## config.mk

```make
export PLATFORM = sky130hd
export DESIGN_NAME = ll_data_table_ctrl
export DESIGN_NICKNAME = d
export VERILOG_FILES = /design/src/rtl/ll_data_table_ctrl.sv
export SDC_FILE = /design/constraint.sdc
export NUM_CORES = 1
export LEC_CHECK = 0
export CORE_AREA = 10 10 188 190
export CTS_CLUSTER_DIAMETER = 30
export CTS_CLUSTER_SIZE = 40
export DETAILED_ROUTE_END_ITERATION = 10
export DIE_AREA = 0 0 198 200
export HOLD_SLACK_MARGIN = 0.05
export REMOVE_ABC_BUFFERS = 1
export SETUP_SLACK_MARGIN = 0.15
export SLEW_MARGIN = 0
export SYNTH_ARGS = -nofsm -noshare
export SYNTH_HDL_FRONTEND = slang
export SYNTH_SLANG_ARGS = --single-unit
```

## constraint.sdc

```tcl
create_clock -name clk_i -period 2.6 [get_ports clk_i]
set_input_delay 0.26 -clock clk_i [delete_from_list [all_inputs] [get_ports clk_i]]
set_output_delay 0.26 -clock clk_i [all_outputs]
set_load 0.1 [all_outputs]
```

## src/rtl/ll_data_table_ctrl.sv

```systemverilog
// Linked-list hash table data-RAM controller: dispatches one task at a time to
// search/insert/delete engines. Optional counters: LL_DATA_TABLE_CTRL_STATS_EN.
package ll_pkg;
  localparam int LL_TABLE_ADDR_WIDTH = 8;

  typedef logic [1:0] ll_opcode_t;
  localparam ll_opcode_t OP_SEARCH = 2'd0;
  localparam ll_opcode_t OP_INSERT = 2'd1;
  localparam ll_opcode_t OP_DELETE = 2'd2;

  typedef logic [2:0] ll_rescode_t;
  localparam ll_rescode_t LL_SEARCH_FOUND                 = 3'd0;
  localparam ll_rescode_t LL_SEARCH_NOT_FOUND             = 3'd1;
  localparam ll_rescode_t LL_INSERT_SUCCESS               = 3'd2;
  localparam ll_rescode_t LL_INSERT_NOT_SUCCESS_TABLE_FULL = 3'd3;
  localparam ll_rescode_t LL_DELETE_SUCCESS               = 3'd4;
  localparam ll_rescode_t LL_DELETE_NOT_SUCCESS_NO_ENTRY  = 3'd5;

  typedef logic [2:0] ll_chain_state_t;
  localparam ll_chain_state_t LL_NO_CHAIN     = 3'd0;
  localparam ll_chain_state_t LL_IN_HEAD      = 3'd1;
  localparam ll_chain_state_t LL_IN_MIDDLE    = 3'd2;
  localparam ll_chain_state_t LL_IN_TAIL      = 3'd3;
  localparam ll_chain_state_t LL_IN_HEAD_TAIL = 3'd4;

  typedef struct packed {
    ll_opcode_t  opcode;
    logic [15:0] key;
    logic [15:0] value;
  } ll_cmd_t;

  typedef struct packed {
    ll_cmd_t                        cmd;
    logic [LL_TABLE_ADDR_WIDTH-1:0] head_ptr;
    logic                           head_ptr_val;
  } ll_ht_pdata_t;

  typedef struct packed {
    logic [15:0]                    key;
    logic [15:0]                    value;
    logic [LL_TABLE_ADDR_WIDTH-1:0] next_ptr;
    logic                           next_ptr_val;
  } ll_ram_data_t;

  typedef struct packed {
    ll_cmd_t         cmd;
    ll_rescode_t     rescode;
    ll_chain_state_t chain_state;
  } ll_ht_result_t;
endpackage

module ll_data_table_ctrl
  import ll_pkg::*;
#(
  parameter int RAM_LATENCY = 2,
  parameter int A_WIDTH     = LL_TABLE_ADDR_WIDTH
) (
  input  logic                      clk_i,
  input  logic                      rst_n_i,
  input  ll_ht_pdata_t              task_i,
  input  logic                      task_valid_i,
  output logic                      task_ready_o,
  output ll_ht_pdata_t              eng_task_o,
  output logic [2:0]                eng_task_valid_o,
  input  logic [2:0]                eng_task_ready_i,
  input  logic [2:0][A_WIDTH-1:0]   eng_rd_addr_i,
  input  logic [2:0]                eng_rd_en_i,
  input  logic [2:0][A_WIDTH-1:0]   eng_wr_addr_i,
  input  ll_ram_data_t [2:0]        eng_wr_data_i,
  input  logic [2:0]                eng_wr_en_i,
  output logic [A_WIDTH-1:0]        rd_addr_o,
  output logic                      rd_en_o,
  output logic [A_WIDTH-1:0]        wr_addr_o,
  output ll_ram_data_t              wr_data_o,
  output logic                      wr_en_o,
  input  ll_ht_result_t [2:0]       eng_result_i,
  input  logic [2:0]                eng_result_valid_i,
  output logic [2:0]                eng_result_ready_o,
  output ll_ht_result_t             result_o,
  output logic                      result_valid_o,
  input  logic                      result_ready_i,
  output logic                      busy_o,
  output logic                      proto_err_o
`ifdef LL_DATA_TABLE_CTRL_STATS_EN
  ,
  output logic [31:0]               stat_search_o,
  output logic [31:0]               stat_insert_o,
  output logic [31:0]               stat_delete_o
`endif
);

  if (RAM_LATENCY < 0) begin : g_lat_chk
    $error("RAM_LATENCY must be non-negative");
  end

  typedef enum logic [1:0] {
    IDLE,
    DISPATCH,
    WAIT_RES,
    BAD_OP
  } state_e;

  state_e       state_q, state_d;
  logic [2:0]   sel_q, sel_d;
  ll_ht_pdata_t task_q, task_d;
  logic         proto_err_q, proto_err_d;
  logic [2:0]   dec_sel;
  logic         dec_legal;
  logic [2:0]   grant;
  logic [1:0]   idx;
  logic [2:0]   stray;

  always_comb begin
    dec_sel   = 3'b000;
    dec_legal = 1'b0;
    unique case (task_i.cmd.opcode)
      OP_SEARCH: begin dec_sel = 3'b001; dec_legal = 1'b1; end
      OP_INSERT: begin dec_sel = 3'b010; dec_legal = 1'b1; end
      OP_DELETE: begin dec_sel = 3'b100; dec_legal = 1'b1; end
      default:   ;
    endcase
  end

  always_comb begin
    idx = 2'd0;
    unique case (1'b1)
      sel_q[1]: idx = 2'd1;
      sel_q[2]: idx = 2'd2;
      default:  idx = 2'd0;
    endcase
  end

  // Only the engine owning the current task may touch the RAM or report.
  assign grant = (state_q == DISPATCH || state_q == WAIT_RES) ? sel_q : 3'b000;
  assign stray = (eng_rd_en_i | eng_wr_en_i | eng_result_valid_i) & ~grant;
  assign proto_err_d = proto_err_q | (|stray);

  assign rd_addr_o = eng_rd_addr_i[idx];
  assign rd_en_o   = |(eng_rd_en_i & grant);
  assign wr_addr_o = eng_wr_addr_i[idx];
  assign wr_data_o = eng_wr_data_i[idx];
  assign wr_en_o   = |(eng_wr_en_i & grant);

  assign task_ready_o = rst_n_i && (state_q == IDLE);
  assign busy_o       = (state_q != IDLE);
  assign eng_task_o   = task_q;
  assign proto_err_o  = proto_err_q;

  always_comb begin
    state_d            = state_q;
    sel_d              = sel_q;
    task_d             = task_q;
    eng_task_valid_o   = 3'b000;
    eng_result_ready_o = 3'b000;
    result_o           = '0;
    result_valid_o     = 1'b0;
    unique case (state_q)
      IDLE: begin
        if (task_valid_i) begin
          task_d  = task_i;
          sel_d   = dec_sel;
          state_d = dec_legal ? DISPATCH : BAD_OP;
        end
      end
      DISPATCH: begin
        eng_task_valid_o = sel_q;
        if (|(eng_task_ready_i & sel_q)) state_d = WAIT_RES;
      end
      WAIT_RES: begin
        result_o           = eng_result_i[idx];
        result_valid_o     = eng_result_valid_i[idx];
        eng_result_ready_o = sel_q & {3{result_ready_i}};
        if (eng_result_valid_i[idx] && result_ready_i) begin
          state_d = IDLE;
          sel_d   = 3'b000;
        end
      end
      BAD_OP: begin
        result_valid_o       = 1'b1;
        result_o.cmd         = task_q.cmd;
        result_o.rescode     = LL_DELETE_NOT_SUCCESS_NO_ENTRY;
        result_o.chain_state = LL_NO_CHAIN;
        if (result_ready_i) begin
          state_d = IDLE;
          sel_d   = 3'b000;
        end
      end
      default: begin
        state_d = IDLE;
        sel_d   = 3'b000;
      end
    endcase
  end

  always_ff @(posedge clk_i or negedge rst_n_i) begin
    if (!rst_n_i) begin
      state_q     <= IDLE;
      sel_q       <= 3'b000;
      task_q      <= '0;
      proto_err_q <= 1'b0;
    end else begin
      state_q     <= state_d;
      sel_q       <= sel_d;
      task_q      <= task_d;
      proto_err_q <= proto_err_d;
    end
  end

`ifdef LL_DATA_TABLE_CTRL_STATS_EN
  logic [2:0][31:0] stat_q;
  logic [2:0]       res_hs;

  assign res_hs = (state_q == WAIT_RES && result_ready_i) ?
                  (sel_q & eng_result_valid_i) : 3'b000;

  always_ff @(posedge clk_i or negedge rst_n_i) begin
    if (!rst_n_i) begin
      stat_q <= '0;
    end else begin
      for (int i = 0; i < 3; i++) begin
        if (res_hs[i]) stat_q[i] <= stat_q[i] + 32'd1;
      end
    end
  end

  assign stat_search_o = stat_q[0];
  assign stat_insert_o = stat_q[1];
  assign stat_delete_o = stat_q[2];
`endif

endmodule

```

==> impl_metrics.csv, run 1 <==
group,metric,value,unit
worst_setup_path,rr_startpoint,"sel_q[1]$_DFFE_PN0P_",
floorplan,core,31400,um2
global_routing,first_global_vias,6581,
route,post-route-drc-count,0,
worst_setup_path,endpoint,"result_o[10]",
timing,fin_skew,0.00489,ns
timing,worst_slack,0.239,ns
worst_setup_path,r2r.worst_path.cells,4,
global_routing,grt_pass1_wl,45800,um
route,ant_nets,0,
clock_network,cts.sinks,49,
global_routing,grt_max_degree,79,
layout,nets,1357,
synth,ys_types,32,
place,routabilityCongestion,0.883,
clock_network,htreeDepth,2,
timing,rsz0062_at_grt,"false",
worst_setup_path,cp.required,2.34,ns
flow_run,maxCapViolCount,0,
floorplan,die-area,39600,um2
worst_setup_path,r2r-end,"sel_q[2]$_DFFE_PN0P_",
floorplan,start_util,14.3,%
route,drtIter0Drc,229,
worst_setup_path,slowest_stage,"dfrtp_4",
timing,fin_crit,2.36,ns
route,wire_per_inst,23.4,um
timing,worst_pin_slew,0.381,ns
global_routing,grt_util_met2,27.4,%
clock_network,cts-buffers-inserted,5,
synth,ys_ff_latch,49,
worst_setup_path,cp-end-kind,"primary output",
route,vias_per_cell,4.29,
worst_setup_path,arrival,2.10,ns
worst_setup_path,cp_common_cell,"buf_12",
global_routing,grt_use_met3,6.65,%
layout,fill_cells,3162,
global_routing,top_usage_layer,"met2",
floorplan,pin_count,502,
synth,synthCells,525,
worst_setup_path,crit_path_start,"sel_q[2]$_DFFE_PN0P_",
clock_network,clock_path_buffers,2,
synth,synth_area_per_cell,8.55,um2
layout,final_layout_size_suffix_gt1_share,22.5,%
synth,synthesis.area,4490,um2
route,routed_wl,32900,um
timing,drv_slew,0,
worst_setup_path,critPathMaxStageDelay,0.59,ns
worst_setup_path,path_cells,"buf_12 > mux2i_1 > o21ai_1 > a22o_1 > buf_12",
layout,area_growth,147,%
route,firstDrtPassIters,6,
route,via_count,6025,
clock_network,clk_pin_slew,0.07,ns
clock_network,root_buffer,"clkbuf_16",
timing,relSlewSlack,73.9,%
place,port_buffers,501,
layout,multiInputGateArea,3050,um2
timing,setup_viol,0,
clock_network,cts_tree,"yes",
worst_setup_path,rrSetupSlack,0.76,ns
place,pre_cts_ws,0.563,ns
worst_setup_path,crit_type,"reg2out",
worst_setup_path,timing.critical_path.fanout_max,32,
global_routing,use_met1,16.8,%
timing,fmax,423,MHz
timing,finalHoldViolations,0,
global_routing,antenna_found_initial,8,
floorplan,die_y,200,um
run_status,outcome,"finished clean",
floorplan,die_w,198,um
floorplan,core.rowCount,65,
layout,n_antenna_cell,0,
synth,seq_area_frac_synth,27.3,%
global_routing,grt_usage,15.7,%
clock_network,clkLatencyLatePin,0.29,ns
hold_path,hold_class,"in2async",
place,dp_hpwl,28200,um
timing,period_share,90.8,%
layout,area.sequential,1230,um2
worst_setup_path,critPathLaunchType,"flop",
synth,yosysWarnings,0,
global_routing,gr-total-overflow,0,
## through the flow
step                util (%)  cells  area, um2  setup TNS [ns]  hold WS, ns
detailed placement      34.8   1396      10900               0        0.447
global route            35.3   1403      11100               0        0.107
global placement        34.8   1396      10900               0        0.431
floorplan                  -    477       4280         -528.32      -0.0356
finish                  35.3   1403      11100               0       0.0490
CTS                     35.3   1403      11100               0        0.115
## critical path: cells and delay by family, from the launching register on
family	cells	cell delay, ns
AO/OA/AOI/OAI	2	0.33
multiplexers	1	0.41
flip-flops	1	0.59
buffers and inverters	2	0.44
## cells in the mapped netlist
master     count  area share (%)
and3_1         3            0.42
clkbuf_1      29             2.4
buf_4          3            0.50
a22o_1        34             6.6
nand4b_1       1            0.20
a21o_1         3            0.50
nand3_1        1            0.11
nor2b_1        4            0.56
nand2_1      101             8.4
ha_1           6             1.7
a22oi_1        1            0.17
mux2i_1       99              22
a21oi_1        1            0.11
mux2_1         6             1.5
o21ai_0        1            0.11
and2_1         8             1.1
a31oi_1        1            0.14
o21ai_1       98              11
nor3_1         2            0.22
a222oi_1       2            0.45
nor2_1         1           0.084
nor4b_1        2            0.39
inv_1          5            0.42
nor4_1         1            0.14
o31ai_1        1            0.17
o2111ai_1      2            0.39
buf_2         16             1.8
nand3b_1       1            0.17
dfrtp_1       49              27
or4_1          1            0.17
o311ai_2       1            0.36
mux2_2        41              10
## cell type report
type                       instances  area share [%]
multi-input combinational        423            27.5
timing repair buffer             517            55.2
inverter                           5           0.169
clock inverter                     2           0.316
sequential                        49            11.1
tap                              402            4.54
clock buffer                       5            1.13
## cells by family after synthesis
family / share of synthesized area [%]
compound gates: 20.0
fa+ha+maj: 1.67
buf+inv: 5.13
flops: 27.3
mux: 33.9
simple gates: 12.0
## how the worst min path moves through the flow
stage,end,depth (start not counted),startpoint,slack [ns]
4_1_cts,eng_task_o[2]$_DFFE_PN0P_,2,rst_n_i,0.12
3_3_place_gp,eng_task_o[2]$_DFFE_PN0P_,2,rst_n_i,0.43
3_5_place_dp,eng_task_o[2]$_DFFE_PN0P_,2,rst_n_i,0.45
5_1_grt,eng_task_o[2]$_DFFE_PN0P_,2,rst_n_i,0.11
2_1_floorplan,eng_task_o[0]$_DFFE_PN0P_,0,rst_n_i,-0.04
6_report,eng_task_o[2]$_DFFE_PN0P_,2,rst_n_i,0.05
## what timing repair did
action,CTS,global route
resized for setup,0,1
endpoints found under the setup margin,0,1
hold endpoints to repair,0,0
hold buffers,0,0
setup buffers,0,0
## per-layer routing
| metal | up-vias | wire length (um) |
|---|---|---|
| li1 | 2840 | - |
| met4 | 14 | 769 |
| met5 | - | 96 |
| met1 | 2782 | 12400 |
| met2 | 351 | 16000 |
| met3 | 38 | 3620 |
## sequential cells by signal (all words and copies together), names as in the netlist
name / count
eng_task_o: 43
sel_q: 3
state_q: 2
proto_err_o: 1
## placed cells by master, fill, tap and decap left out, types with 2 or more instances in the layout
cell and count:
dfrtp_1 47, mux2_1 6, clkbuf_16 5, a21o_1 3
and2_1 8, a222oi_1 2, clkdlybuf4s50_1 348, a22o_1 34
dfrtp_4 2, ha_2 2, and3_1 3, buf_4 59
nor4b_1 2, buf_12 109, nor3_1 2, nor2b_1 3
nand2_1 100, o2111ai_1 2, ha_1 4, mux2_2 41
mux2i_1 98, inv_1 5, o21ai_1 98
Power of run 1 is left out: the tool's default activity adds up to more than one toggle a clock period on the data nets, which glitch-free logic cannot reach.
==> run 2, diff against run 1 <==
Settings changed: GPL_TIMING_DRIVEN set to 0, SETUP_SLACK_MARGIN 0.15 to not set.
==> run 2 against run 1 <==
  * Utilization down 2.0 points
  * Flip-flop and latch count is the same
  * Clock skew rose by 0.00081 ns
  * Critical path depth up 2
  * Via count grew 2.2%
  * Setup slack got worse by 0.17 ns
  * First-iteration DRC count fell by 28%
  * Cell count rose by 1.2%
  * Critical endpoint is now wr_data_o[16]
==> impl_metrics.csv, run 2 (same netlist as run 1, synthesis figures left out) <==
group,metric,value,unit
run_status,outcome,"finished clean",
worst_setup_path,critPathLaunchType,"flop",
place,pre_cts_ws,-1.37,ns
clock_network,htreeDepth,2,
timing,fin_crit,2.53,ns
worst_setup_path,slowest_stage,"clkdlybuf4s18_2",
worst_setup_path,cp.required,2.34,ns
floorplan,die-area,39600,um2
layout,layout_commonest_cell,"clkdlybuf4s50_1",
worst_setup_path,rrSetupSlack,0.41,ns
worst_setup_path,r2r.worst_path.cells,6,
layout,largest_reg_flops,43,
global_routing,antenna_found_initial,3,
layout,nets,1373,
worst_setup_path,crit_path_start,"sel_q[2]$_DFFE_PN0P_",
clock_network,cts_tree,"yes",
layout,n_antenna_cell,0,
global_routing,grt_usage,16.0,%
route,post-route-drc-count,0,
route,wire_per_inst,23.8,um
timing,drv_slew,0,
global_routing,grt_pass1_wl,47000,um
floorplan,pin_count,502,
floorplan,core.rowCount,65,
clock_network,cts.sinks,49,
clock_network,clkLatencyLatePin,0.29,ns
worst_setup_path,r2r-end,"sel_q[0]$_DFFE_PN0P_",
timing,finalHoldViolations,0,
worst_setup_path,timing.critical_path.fanout_max,20,
worst_setup_path,endpoint,"wr_data_o[16]",
global_routing,gr-total-overflow,0,
hold_path,hold_class,"in2async",
floorplan,core,31400,um2
place,port_buffers,501,
worst_setup_path,path_cells,"buf_12 > nor2b_4 > buf_12 > buf_16 > nand2_1 > o21ai_1 > clkdlybuf4s18_2",
layout,area_growth,133,%
timing,hold_ws,0.473,ns
timing,fin_skew,0.00570,ns
clock_network,root_buffer,"clkbuf_16",
route,vias_per_cell,4.34,
timing,worst_pin_slew,1.10,ns
worst_setup_path,rr_startpoint,"sel_q[2]$_DFFE_PN0P_",
timing,fmax,395,MHz
worst_setup_path,arrival,2.27,ns
global_routing,grt_max_degree,77,
timing,relSlewSlack,26.6,%
timing,setup_viol,0,
floorplan,start_util,14.3,%
layout,fill_cells,3295,
global_routing,first_global_vias,6740,
place,routabilityCongestion,0.829,
timing,rsz0062_at_grt,"false",
route,via_count,6158,
route,ant_nets,0,
timing,worst_slack,0.0678,ns
layout,area.sequential,1230,um2
flow_run,maxCapViolCount,0,
route,firstDrtPassIters,5,
floorplan,die_y,200,um
place,dp_hpwl,27100,um
clock_network,cts-buffers-inserted,5,
layout,multiInputGateArea,3110,um2
clock_network,clock_path_buffers,2,
layout,final_layout_size_suffix_gt1_share,19.4,%
timing,period_share,97.4,%
route,routed_wl,33800,um
route,drtIter0Drc,166,
worst_setup_path,cp_common_cell,"buf_12",
floorplan,die_w,198,um
worst_setup_path,critPathMaxStageDelay,0.59,ns
clock_network,clk_pin_slew,0.07,ns
layout,final_cell_mix,"392 x clkdlybuf4s50_1, 99 x nand2_1, 98 x mux2i_1",
worst_setup_path,cp-end-kind,"primary output",
worst_setup_path,crit_type,"reg2out",
## run 2: worst max-delay path: cells and delay by family (launching register included)
| kind | cells | cell delay, ns |
|---|---|---|
| buf+inv | 4 | 1.07 |
| flops | 1 | 0.52 |
| simple gates | 2 | 0.24 |
| compound gates | 1 | 0.11 |
## run 2: timing repair
item	CTS	global route
hold buffers	2	0
setup buffers	17	0
endpoints found under the setup margin	112	68
gates resized for setup	471	52
endpoints found under the hold margin	15	0
cloned	2	2
## run 2: how the worst min path moves through the flow
| stage | to | slack, ns | depth (start not counted) |
|---|---|---|---|
| 2_1_floorplan | eng_task_o[0]$_DFFE_PN0P_ | -0.04 | 0 |
| 3_3_place_gp | proto_err_o$_DFF_PN0_ | 0.47 | 1 |
| 3_5_place_dp | eng_task_o[10]$_DFFE_PN0P_ | 0.25 | 1 |
| 4_1_cts | eng_task_o[6]$_DFFE_PN0P_ | 0.46 | 3 |
| 5_1_grt | eng_task_o[6]$_DFFE_PN0P_ | 0.48 | 3 |
| 6_report | eng_task_o[6]$_DFFE_PN0P_ | 0.47 | 3 |
## run 2: cell type report
class                   instances  share of cell area (%)
clock buffers                   6                    1.33
clock inverters                 2                   0.359
inverters                       5                   0.180
multi-input cells             424                    29.8
flip-flops and latches         49                    11.8
well taps                     402                    4.81
repair buffers                532                    51.8
## run 2: routing by layer
layer	track usage (%)	part of all wire (%)	vias to the layer above
met2	28.8	50	365
met5	0	0.12	-
li1	-	-	2881
met1	17.3	38	2880
met3	5.84	11	26
met4	4.13	1.6	6
## run 2: metrics by stage
stage                     instances   TNS, ns  cell area, um2  util (%)
after floorplan                 477   -528.32            4280         -
after global placement         1380  -1288.05            9790      31.2
after detailed placement       1389    -90.01           10000      31.9
after CTS                      1418    -0.123           10400      33.2
after global routing           1420         0           10500      33.3
final                          1420         0           10500      33.3
Power of run 2 is left out for the same reason.
==> run 3, diff against run 2 <==
==> constraint.sdc (replaced) <==
create_clock -name clk_i -period 2.6 [get_ports clk_i]
set_input_delay 0.26 -clock clk_i [delete_from_list [all_inputs] [get_ports clk_i]]
set_output_delay 0.26 -clock clk_i [all_outputs]
set_load 0.005 [all_outputs]
==> run 3 against run 2 <==
  * The run now ends with negative setup slack left
  * Non-clock buffer count grew 3
  * Flip-flop and latch count is the same
  * Highest routed layer unchanged
  * Critical path type unchanged
  * Final area grew 2.1%
==> impl_metrics.csv, run 3 (same netlist as run 1, synthesis figures left out) <==
group,metric,value,unit
floorplan,die_y,200,um
place,dp_cells,1389,
worst_setup_path,cp.required,2.34,ns
timing,drv_slew,0,
route,drtIter0Drc,143,
global_routing,grt_usage,16.3,%
clock_network,cts.sinks,49,
global_routing,grt_max_degree,77,
timing,setup_tns,-0.0131,ns
clock_network,htreeDepth,2,
timing,worst_pin_slew,0.461,ns
timing,fmax,383,MHz
worst_setup_path,cp-end-kind,"primary output",
layout,final_layout_size_suffix_gt1_share,9.21,%
floorplan,core.rowCount,65,
timing,hold_ws,0.443,ns
power,powerDensity,975,nW/um2
layout,fill_cells,3255,
global_routing,first_global_vias,6741,
timing,fin_crit,2.61,ns
run_status,outcome,"finished, violations left",
layout,final_cell_mix,"446 x clkdlybuf4s50_1, 100 x nand2_1, 98 x mux2i_1",
place,dp_hpwl,27100,um
floorplan,start_util,14.3,%
global_routing,gr-total-overflow,0,
timing,relSlewSlack,69.3,%
worst_setup_path,arrival,2.35,ns
power,finalPower,10.4,mW
hold_path,hold_class,"in2async",
global_routing,grt_pass1_wl,47700,um
layout,largest_reg_flops,43,
power,leakage,4.29,nW
clock_network,cts-buffers-inserted,5,
clock_network,clkLatencyLatePin,0.29,ns
route,post-route-drc-count,0,
timing,setup_viol,1,
floorplan,core,31400,um2
floorplan,pin_count,502,
layout,area_growth,138,%
power,peakVddDrop,0.000530,V
run_status,violations,"negative setup slack",
worst_setup_path,timing.critical_path.fanout_max,76,
clock_network,cts_tree,"yes",
power,pwr-share-seq,14.7,%
route,firstDrtPassIters,4,
power,swShare,41.0,%
route,ant_nets,0,
timing,finalHoldViolations,0,
place,routabilityCongestion,0.829,
timing,period_share,101,%
timing,rsz0062_at_grt,"true",
layout,nets,1376,
route,wire_per_inst,24.1,um
timing,worst_slack,-0.0131,ns
clock_network,clock_path_buffers,2,
floorplan,die-area,39600,um2
power,switching_power,4.27,mW
timing,fin_skew,0.00453,ns
layout,final_cells,1423,
worst_setup_path,critPathLaunchType,"flop",
power,cell_internal_pwr,6.14,mW
worst_setup_path,r2r.worst_path.cells,6,
flow_run,maxCapViolCount,0,
route,routed_wl,34300,um
power,power_frac_comb,77.8,%
route,vias_per_cell,4.33,
worst_setup_path,crit_type,"reg2out",
clock_network,root_buffer,"clkbuf_16",
route,via_count,6160,
layout,layout_commonest_cell,"clkdlybuf4s50_1",
layout,n_antenna_cell,0,
floorplan,die_w,198,um
place,port_buffers,501,
global_routing,antenna_found_initial,2,
power,clkPwrFrac,7.5,%
clock_network,clk_pin_slew,0.07,ns
## run 3: changes by cell type in the layout (fill, tap and decap cells not counted), sizes merged
cell | previous run | this run
clkdlybuf4s18 | 16 | 0
dlygate4sd3 | 2 | 1
clkbuf | 13 | 8
clkdlybuf4s50 | 392 | 446
dlymetal6s2s | 0 | 21
bufbuf | 1 | 3
buf | 85 | 29
dlygate4sd2 | 5 | 33
clkdlybuf4s15 | 24 | 0
## run 3: layout make-up
| class | count | area (um2) | share of cell area [%] |
|---|---|---|---|
| Clock buffer | 6 | 139 | 1.30 |
| Clock inverter | 2 | 37.5 | 0.352 |
| Timing Repair Buffer | 535 | 5640 | 52.9 |
| Tap cell | 402 | 503 | 4.71 |
| Sequential cell | 49 | 1230 | 11.6 |
| Inverter | 5 | 18.8 | 0.176 |
| Multi-Input combinational cell | 424 | 3100 | 29.0 |
## run 3: stage by stage
stage                     utilization [%]  area [um2]  setup WS, ns
after global routing                 34.0       10700       -0.0525
final                                34.0       10700       -0.0131
after floorplan                         -        4280         -4.87
after detailed placement             31.9       10000        -0.740
after global placement               31.2        9790        -12.66
after CTS                            33.5       10500       -0.0337
## run 3: worst paths after layout
kind | startpoint | to | slack [ns]
max | sel_q[1]$_DFFE_PN0P_ | result_o[0] | -0.01
max in group asynchronous | rst_n_i | sel_q[1]$_DFFE_PN0P_ | 1.58
min reg2reg | eng_task_o[5]$_DFFE_PN0P_ | eng_task_o[5]$_DFFE_PN0P_ | 0.50
max reg2reg | sel_q[2]$_DFFE_PN0P_ | sel_q[0]$_DFFE_PN0P_ | 0.45
min | rst_n_i | eng_task_o[12]$_DFFE_PN0P_ | 0.44
min in group clk_i | eng_task_o[5]$_DFFE_PN0P_ | eng_task_o[5]$_DFFE_PN0P_ | 0.50
## run 3: routing by layer
metal	vias up	part of all wire, %	wire [um]	global-route usage, %
met5	-	0.099	34	0
met4	4	1.6	548	4.07
met3	24	10	3490	5.76
met2	342	49	17000	28.6
met1	2898	39	13300	18.5
li1	2892	-	-	-
## run 3: what timing repair did
item / in CTS / in global routing
setup endpoints to repair: 107 / 40
resized for setup: 44 / 24
hold endpoints to repair: 15 / 0
buffers inserted: 15 / 3
hold buffers: 1 / 0
pin swaps: 1 / 1
cloned: 6 / 1
## run 3: worst max-delay path, cell delays in order (launching register included)
cell             delay [ns]
dfrtp_4                0.52
buf_4                  0.19
buf_16                 0.20
o21ai_1                0.36
and2_1                 0.18
clkdlybuf4s50_1        0.50
## run 3: power by group through the flow
stage,combinational (mW),clock (mW),sequential [mW]
after floorplan,2.71,0,1.82
after global placement,6.04,0,1.96
after detailed placement,7.30,0,1.72
after CTS,8.17,0.821,1.54
after global routing,8.66,0.845,1.60
final,8.09,0.781,1.53
No activity file was read; power rests on OpenSTA's default activity.
